$ cat config.mk
export PLATFORM = sky130hd
export DESIGN_NAME = uart_tx_arbiter
export DESIGN_NICKNAME = d
export VERILOG_FILES = /design/src/rtl/uart_tx_arbiter_pkg.sv /design/src/rtl/uart_tx_arbiter_rr_pick.sv /design/src/rtl/uart_tx_arbiter.sv
export SDC_FILE = /design/constraint.sdc
export NUM_CORES = 1
export LEC_CHECK = 0
export BUFFER_PORTS_ARGS = -buffer_cell sky130_fd_sc_hd__buf_4
export CAP_MARGIN = 20
export CORE_MARGIN = 2
export CORE_UTILIZATION = 47
export CTS_CLUSTER_DIAMETER = 120
export DETAILED_ROUTE_END_ITERATION = 7
export PLACE_DENSITY = 0.84
export SLEW_MARGIN = 10
export SYNTH_ARGS = -nofsm -noshare
export SYNTH_HDL_FRONTEND = slang
export SYNTH_SLANG_ARGS = --single-unit
$ cat constraint.sdc
create_clock -name clk -period 3.16 [get_ports clk]
set_input_delay 0.316 -clock clk [delete_from_list [all_inputs] [get_ports clk]]
set_output_delay 0.316 -clock clk [all_outputs]
set_load 0.1 [all_outputs]
$ cat src/rtl/uart_tx_arbiter_pkg.sv
// Shared UART definitions: payload width, arbiter defaults, index and state types.
package uart_tx_arbiter_pkg;

  localparam int unsigned UART_DW   = 8;
  localparam int unsigned N_REQ_DEF = 4;
  localparam int unsigned GNT_W_DEF = $clog2(N_REQ_DEF);

  typedef logic [GNT_W_DEF-1:0] gnt_idx_t;

  typedef enum logic [1:0] {
    ARB_IDLE,
    ARB_START,
    ARB_WAIT_BUSY,
    ARB_WAIT_DONE
  } state_arb_t;

endpackage

$ cat src/rtl/uart_tx_arbiter_rr_pick.sv
// Round-robin picker: first asserted request searching upward from last_gnt+1, wrapping mod N_REQ.
module rr_pick #(
  parameter int unsigned N_REQ = 4,
  parameter int unsigned IW    = $clog2(N_REQ)
) (
  input  logic [N_REQ-1:0] req,
  input  logic [IW-1:0]    last_gnt,
  output logic             valid,
  output logic [IW-1:0]    idx
);

  // The modulo keeps candidates below N_REQ, so non-power-of-two sizes never yield an out-of-range index.
  always_comb begin
    valid = 1'b0;
    idx   = '0;
    for (int unsigned k = 1; k <= N_REQ; k++) begin
      if (!valid && req[IW'((32'(last_gnt) + k) % N_REQ)]) begin
        valid = 1'b1;
        idx   = IW'((32'(last_gnt) + k) % N_REQ);
      end
    end
  end

endmodule

$ cat src/rtl/uart_tx_arbiter.sv
// Shares one UART transmitter among N_REQ byte requesters with round-robin grants,
// one frame in flight at a time.
module uart_tx_arbiter
  import uart_tx_arbiter_pkg::*;
#(
  parameter int unsigned N_REQ = N_REQ_DEF,
  parameter int unsigned DW    = UART_DW,
  parameter int unsigned IW    = $clog2(N_REQ)
) (
  input  logic                      clk,
  input  logic                      rst,
  input  logic [N_REQ-1:0]          req,
  input  logic [N_REQ-1:0][DW-1:0]  data_in,
  output logic [N_REQ-1:0]          ack,
  input  logic                      tx_ready,
  output logic                      tx_start,
  output logic [DW-1:0]             tx_data,
  output logic [IW-1:0]             gnt_id,
  output logic                      busy
);

  state_arb_t       state_q;
  logic [IW-1:0]    last_gnt_q;
  logic [IW-1:0]    gnt_id_q;
  logic [DW-1:0]    tx_data_q;
  logic             tx_start_q;
  logic             busy_q;

  logic             pick_valid;
  logic [IW-1:0]    pick_idx;
  logic             grant_c;

  rr_pick #(
    .N_REQ (N_REQ),
    .IW    (IW)
  ) u_rr_pick (
    .req      (req),
    .last_gnt (last_gnt_q),
    .valid    (pick_valid),
    .idx      (pick_idx)
  );

  // A grant happens only from IDLE with the transmitter idle; reset suppresses it outright.
  assign grant_c = (state_q == ARB_IDLE) && tx_ready && pick_valid && !rst;

  always_comb begin
    ack = '0;
    if (grant_c) begin
      ack = N_REQ'(1) << pick_idx;
    end
  end

  always_ff @(posedge clk) begin
    if (rst) begin
      state_q    <= ARB_IDLE;
      last_gnt_q <= IW'(N_REQ - 1);
      gnt_id_q   <= '0;
      tx_data_q  <= '0;
      tx_start_q <= 1'b0;
      busy_q     <= 1'b0;
    end else begin
      tx_start_q <= 1'b0;
      case (state_q)
        ARB_IDLE: begin
          if (grant_c) begin
            state_q    <= ARB_START;
            gnt_id_q   <= pick_idx;
            last_gnt_q <= pick_idx;
            tx_data_q  <= data_in[pick_idx];
            tx_start_q <= 1'b1;
            busy_q     <= 1'b1;
          end
        end
        ARB_START: begin
          state_q <= ARB_WAIT_BUSY;
        end
        // Wait for the transmitter to acknowledge the frame by dropping its idle flag.
        ARB_WAIT_BUSY: begin
          if (!tx_ready) begin
            state_q <= ARB_WAIT_DONE;
          end
        end
        ARB_WAIT_DONE: begin
          if (tx_ready) begin
            state_q <= ARB_IDLE;
            busy_q  <= 1'b0;
          end
        end
        default: begin
          state_q <= ARB_IDLE;
          busy_q  <= 1'b0;
        end
      endcase
    end
  end

  assign tx_start = tx_start_q;
  assign tx_data  = tx_data_q;
  assign gnt_id   = gnt_id_q;
  assign busy     = busy_q;

endmodule

---- Yosys cells after proc, flatten, opt, wreduce, memory -nomap -nowiden ----
Cells that the tools add are included.
word-level totals
  memories ................................ 0
  output and inout port bits .............. 16
  bits in registers ....................... 16
  ROM bits ................................ 0
  logic and storage cells ................. 66
  RAM bits ................................ 0
  input port bits ......................... 39
  latch bits .............................. 0
cells by class
  shift operators ......................... 1
  muxes and demuxes ....................... 27
  reductions and logical operators ........ 16
  $mul .................................... 0
  divide/modulo/power cells ............... 0
  equal/unequal tests ..................... 6
  bitwise logic cells ..................... 1
  $lt $le $gt $ge ......................... 5
  add/subtract/negate cells ............... 4
operators with widths
  operator                                                               number
  8-bit binary-select mux with 2-bit select                              1
  2-bit by 3-bit < comparator with 1-bit output, second input constant   5
  2-bit 2-to-1 mux                                                       7
  1-bit 2-to-1 mux                                                       11
  1-bit binary-select mux with 2-bit select                              4
  8-bit 2-to-1 mux                                                       1
  2-bit one-hot mux with 4 select lines                                  1
  1-bit logical AND                                                      6
  2-bit != test, second input constant                                   3
  3-bit AND reduction                                                    2
  2-bit by 1-bit adder with 2-bit output, second input constant          2
  2-bit adder, second input constant                                     2
  2-bit equality test, second input constant                             2
  1-bit logical NOT                                                      4
  4-bit 2-to-1 mux                                                       1
  1-bit by 2-bit left shift with 4-bit output, first input constant      1
  2-bit by 1-bit equality test with 1-bit output, second input constant  1
  2-bit logical NOT                                                      1
  1-bit one-hot mux with 2 select lines                                  1
  2-bit AND reduction                                                    1
  2-bit nonzero test                                                     1
  2-bit OR reduction                                                     1
  1-bit inverter                                                         1

---- Depth between registers and ports, before layout ----
  depth after elaboration ................. 17
  gate-level depth with buffers ........... 8
  depth with buffers taken out ............ 8

---- Hierarchy ----
Synthesis repeated with hierarchy kept, for this count alone.
unflattened totals
  cell total of the unflattened synthesis .. 106
  area total of the unflattened synthesis .. 1002.2 um^2
modules (own cells, without submodules)
  module           cells each  instances  sequential area each (um^2)  area an instance (um^2)
  uart_tx_arbiter  92          1          320.3                        910.9
  rr_pick          14          1          0.0                          91.3

---- Worst setup path after synthesis ----
No wires, ideal clock.
  path type ............................... reg2out
  from .................................... reg last_gnt_q[1]
  to ...................................... out ack[3]
  path slack .............................. 333 ps
  cell stages (with the launch flop) ...... 8
  arrival ................................. 2511 ps
  path buffers ............................ 2
  data required time ...................... 2844 ps
  path through ............................ dfxtp_1 > buf_4 > nand2_1 > o22ai_1 > a311o_1 > buf_4 > or2_1 > nor2_1
between the ends
  word-level cells in the longest chain between the ends .. 16
  elaborated cells on any way between the ends .. 30
  those cells by class .................... add/sub: 4; shift: 1; mux: 17; reduce/logical: 8
RTL lines
  element                                    line                                                          source
  start: declaration                         uart_tx_arbiter.sv:23                                         logic [IW-1:0] last_gnt_q;
  start signal: assignment                   uart_tx_arbiter.sv:56                                         last_gnt_q <= IW'(N_REQ - 1);
  start signal: assignment                   uart_tx_arbiter.sv:68                                         last_gnt_q <= pick_idx;
  2-bit by 1-bit adder with 2-bit output     uart_tx_arbiter_rr_pick.sv:17, uart_tx_arbiter_rr_pick.sv:19
  1-bit binary-select mux with 2-bit select  uart_tx_arbiter_rr_pick.sv:17                                 if (!valid && req[IW'((32'(last_gnt) + k) % N_REQ)]) begin
  1-bit 2-to-1 mux (not written as such)     uart_tx_arbiter_rr_pick.sv:17
  1-bit 2-to-1 mux                           uart_tx_arbiter_rr_pick.sv:17
  1-bit logical NOT                          uart_tx_arbiter_rr_pick.sv:17
  1-bit logical AND                          uart_tx_arbiter_rr_pick.sv:17
  1-bit 2-to-1 mux                           uart_tx_arbiter_rr_pick.sv:17
  1-bit logical NOT                          uart_tx_arbiter_rr_pick.sv:17
  1-bit logical AND                          uart_tx_arbiter_rr_pick.sv:17
  1-bit 2-to-1 mux                           uart_tx_arbiter_rr_pick.sv:17
  1-bit logical NOT                          uart_tx_arbiter_rr_pick.sv:17
  1-bit logical AND                          uart_tx_arbiter_rr_pick.sv:17
  1-bit 2-to-1 mux                           uart_tx_arbiter_rr_pick.sv:17
  1-bit logical AND (2 in series)            uart_tx_arbiter.sv:44                                         assign grant_c = (state_q == ARB_IDLE) && tx_ready && pick_valid && !rst;
  4-bit 2-to-1 mux *                         uart_tx_arbiter.sv:48                                         if (grant_c) begin
  end: declaration                           uart_tx_arbiter.sv:14                                         output logic [N_REQ-1:0] ack,
Mark *: on every way between the ends. The rest lies on a longest branch, timed or not. The select of a mux whose other input is x is not followed.

---- Final worst setup path ----
Same ends and word-level chain as after synthesis.

==> flow_metrics.env <==
export IMPL_run_status="complete, no violations"
export IMPL_antenna_left=0
export IMPL_place_detailed_hpwl_um=2154
export IMPL_synth_area_um2=992.2
export IMPL_global_route_overflow_total=0
export IMPL_globalRouteTotalUtil=0.2225
export IMPL_initialDrtViolationCount=9
export IMPL_critical_path_startpoint_type="flip-flop"
export IMPL_hold_class="in2reg"
export IMPL_worst_setup_path_startpoint="last_gnt_q[1]"
export IMPL_grt_pass1_wl_um=4291
export IMPL_count_of_final_max_slew_check_failures=0
export IMPL_viasPerCell=5.445
export IMPL_postSynthAreaPerCell_um2=8.859
export IMPL_worstPathCellList="nand2_1 > a311o_1 > or2_1 > nor2_1 > buf_4"
export IMPL_die_area_um2=2495
export IMPL_hold_buf_count_cts=0
export IMPL_async_reset_ff_frac=0
export IMPL_final_hold_violation_count=0
export IMPL_sequential_fraction_of_the_synthesis_area=0.3228
export IMPL_ys_top_cells_by_area="sky130_fd_sc_hd__dfxtp_1 32%, sky130_fd_sc_hd__mux2i_1 19%, sky130_fd_sc_hd__o221ai_1 7.1%"
export IMPL_finalWeightedCongestion=0.7567
export IMPL_timing_setup_critical_path_class="reg2out"
export IMPL_initial_utilization=0.5006
export IMPL_first_global_vias=989
export IMPL_clock_power_share=0.104
export IMPL_grt_max_degree=14
export IMPL_crit_buf_inv=1
export IMPL_timing_critical_path_slowest_cell_delay_ps=540
export IMPL_drt_pass1_iter_count=4
export IMPL_period_share=0.7735
export IMPL_route_final_wire_length_um=2688
export IMPL_ioPinCount=55
export IMPL_num_nets_final=209
export IMPL_post_synth_num_cell_types=30
export IMPL_worstPathArrival_ps=2130
export IMPL_rows=16
export IMPL_totalNegativeSetupSlack_ps=0
export IMPL_grt_antenna_before_repair=0
export IMPL_synth_ff_latch_count=16
export IMPL_timing_max_slew_rel_slack=0.6619
export IMPL_ctsHtreeMaxLevel=1
export IMPL_power_frac_seq=0.272
export IMPL_drive_above_1_share=0.3841
export IMPL_intPower_w=0.0004939
export IMPL_finalHoldWorstSlack_ps=254.3
export IMPL_p_sw_w=0.0005586
export IMPL_number_of_flops_mapped_to_enable_cells_by_yosys=0
export IMPL_cts_setup_buffers=0
export IMPL_path_depth=5
export IMPL_register_clock_pin_slew_on_the_reported_worst_setup_and_hold_paths_ps=90
export IMPL_synthFlopType="sky130_fd_sc_hd__dfxtp_1"
export IMPL_irDropWorstVdd_mv=0.5280
export IMPL_peak_freq_mhz=409.1
export IMPL_synth_top_area_frac=0.3228
export IMPL_cellPowerDensity_nw_per_um2=740.5
export IMPL_mostFrequentLayoutCells="55 x sky130_fd_sc_hd__buf_4, 19 x sky130_fd_sc_hd__mux2i_1, 16 x sky130_fd_sc_hd__dfxtp_1"
export IMPL_power_switching_share=0.5307
export IMPL_layout_commonest_cell="sky130_fd_sc_hd__buf_4"
export IMPL_cts_buffers=3
export IMPL_setup_reg_to_reg_worst_slack_ps=1160
export IMPL_critical_path_endpoint_type="output pin"
export IMPL_worst_margin_pin_slew_ps=507.2
export IMPL_setup_violations_final=0
export IMPL_critical_path_reg2reg_endpoint="tx_data[3]"
export IMPL_drcViolationCount=0
export IMPL_clock_tree_buffer_depth=2
export IMPL_p_leak_nw=0.7577
export IMPL_synth_top_area_cell="sky130_fd_sc_hd__dfxtp_1"
export IMPL_max_cap_viol_count=0
export IMPL_setup_worst_path_end="ack[3]"
export IMPL_nFillCells=159
export IMPL_cp_data_required_time_ps=2840
export IMPL_via_count_of_the_routed_design=1040
export IMPL_cts_resized_gates=0
export IMPL_comb_power_share=0.624
export IMPL_postSynthNetCount=155
export IMPL_post_synth_inst_count=112
export IMPL_clock_sinks=16
export IMPL_routedWlPerCell_um=14.07
export IMPL_grt_setup_unrepaired="no"
export IMPL_timing_final_crit_period_ps=2444
export IMPL_clk_insertion_delay_late_ps=290
export IMPL_reg2reg_depth=6
export IMPL_cts_tree="yes"
export IMPL_ctsRootBufferMaster="sky130_fd_sc_hd__clkbuf_4"
export IMPL_core_region_area_um2=1982
export IMPL_critical_path_slowest_cell="sky130_fd_sc_hd__a311o_1"
export IMPL_insertedDiodeCount=0
export IMPL_crit_reg2reg_launch="last_gnt_q[1]"
export IMPL_die_width_um=49.95
export IMPL_highest_net_fanout_along_the_worst_path=10
export IMPL_portBuffers=54
export IMPL_skew_ps=1.114
export IMPL_dieHeight_um=49.95
export IMPL_top_delay_family_on_crit_path="simple AND/OR/NAND/NOR gates"
export IMPL_ys_warn_count=0
export IMPL_layout_area_overhead_vs_synth_pct=43.25
==> worst min path at each step <==
stage                               end  cells after the start          start  slack (ps)
final                        state_q[0]                      2            rst         250
after global routing         state_q[0]                      2            rst         260
after CTS                    state_q[0]                      2            rst         250
after detailed placement      gnt_id[1]                      2      gnt_id[1]         460
after global placement        gnt_id[1]                      2      gnt_id[1]         450
after floorplan           last_gnt_q[0]                      2  last_gnt_q[0]         510
==> sequential cells by signal, indices dropped and copies added, names as in the netlist <==
signal      cells
tx_data         8
gnt_id          2
last_gnt_q      2
state_q         2
busy            1
tx_start        1
==> cells in the mapped netlist (all sizes together) (2+ instances only) <==
| cell | instances |
|---|---|
| a21oi | 4 |
| buf | 5 |
| mux2i | 19 |
| dfxtp | 16 |
| nor2 | 11 |
| nand3 | 8 |
| o22ai | 2 |
| nand2b | 4 |
| inv | 6 |
| o21ai | 4 |
| ha | 4 |
| o221ai | 8 |
| nor3 | 2 |
| nand2 | 8 |
==> metrics by stage <==
stage	power, W	setup slack [ps]	util	cells	area [µm²]
3_3_place_gp	0.0009305	1056	0.7058	188	1399
3_5_place_dp	0.0009460	1010	0.7058	188	1399
6_report	0.001053	715.8	0.7172	191	1421
5_1_grt	0.001106	553.1	0.7172	191	1421
2_1_floorplan	0.0008081	332.8	-	112	992.2
4_1_cts	0.001056	707.0	0.7172	191	1421
==> per-layer routing <==
metal / vias to the layer above / share of wire / GRT usage
li1: 514 / - / -
met1: 493 / 0.42 / 0.2636
met2: 27 / 0.53 / 0.3800
met3: 6 / 0.042 / 0.04848
met4: 0 / 0.015 / 0.1019
met5: - / 0 / 0
==> worst reg2reg max path: cells and delay by family, from the launching register on <==
family                 cells  cell delay (ps)
flip-flops                 1              480
AO/OA/AOI/OAI              3              760
buffers and inverters      1              310
multiplexers               1              220
AND/OR/NAND/NOR            1               90
==> power by group through the flow <==
stage               logic [W]  registers [W]  clock network (W)
finish               0.000656       0.000287           0.000110
global route         0.000693       0.000293           0.000119
CTS                  0.000658       0.000286           0.000111
detailed placement   0.000655       0.000291                  0
global placement     0.000643       0.000287                  0
floorplan            0.000271       0.000537                  0
==> cell type report <==
type,count,area [µm²],area share
multi-input cells,83,603.1,0.4243
flip-flops and latches,16,320.3,0.2254
inverters,7,28.78,0.02025
repair buffers,55,412.9,0.2905
clock buffers,3,22.52,0.01585
well taps,27,33.78,0.02377
==> cell families after synthesis <==
| kind of cell | Yosys count | synth area share |
|---|---|---|
| multiplexers | 19 | 0.1917 |
| flip-flops | 16 | 0.3228 |
| AO/OA/AOI/OAI | 23 | 0.1791 |
| buffers and inverters | 13 | 0.06935 |
| AND/OR/NAND/NOR | 37 | 0.1866 |
| adder cells (fa/ha/maj) | 4 | 0.05044 |
Note: power is estimated with default switching activity, not from simulation.
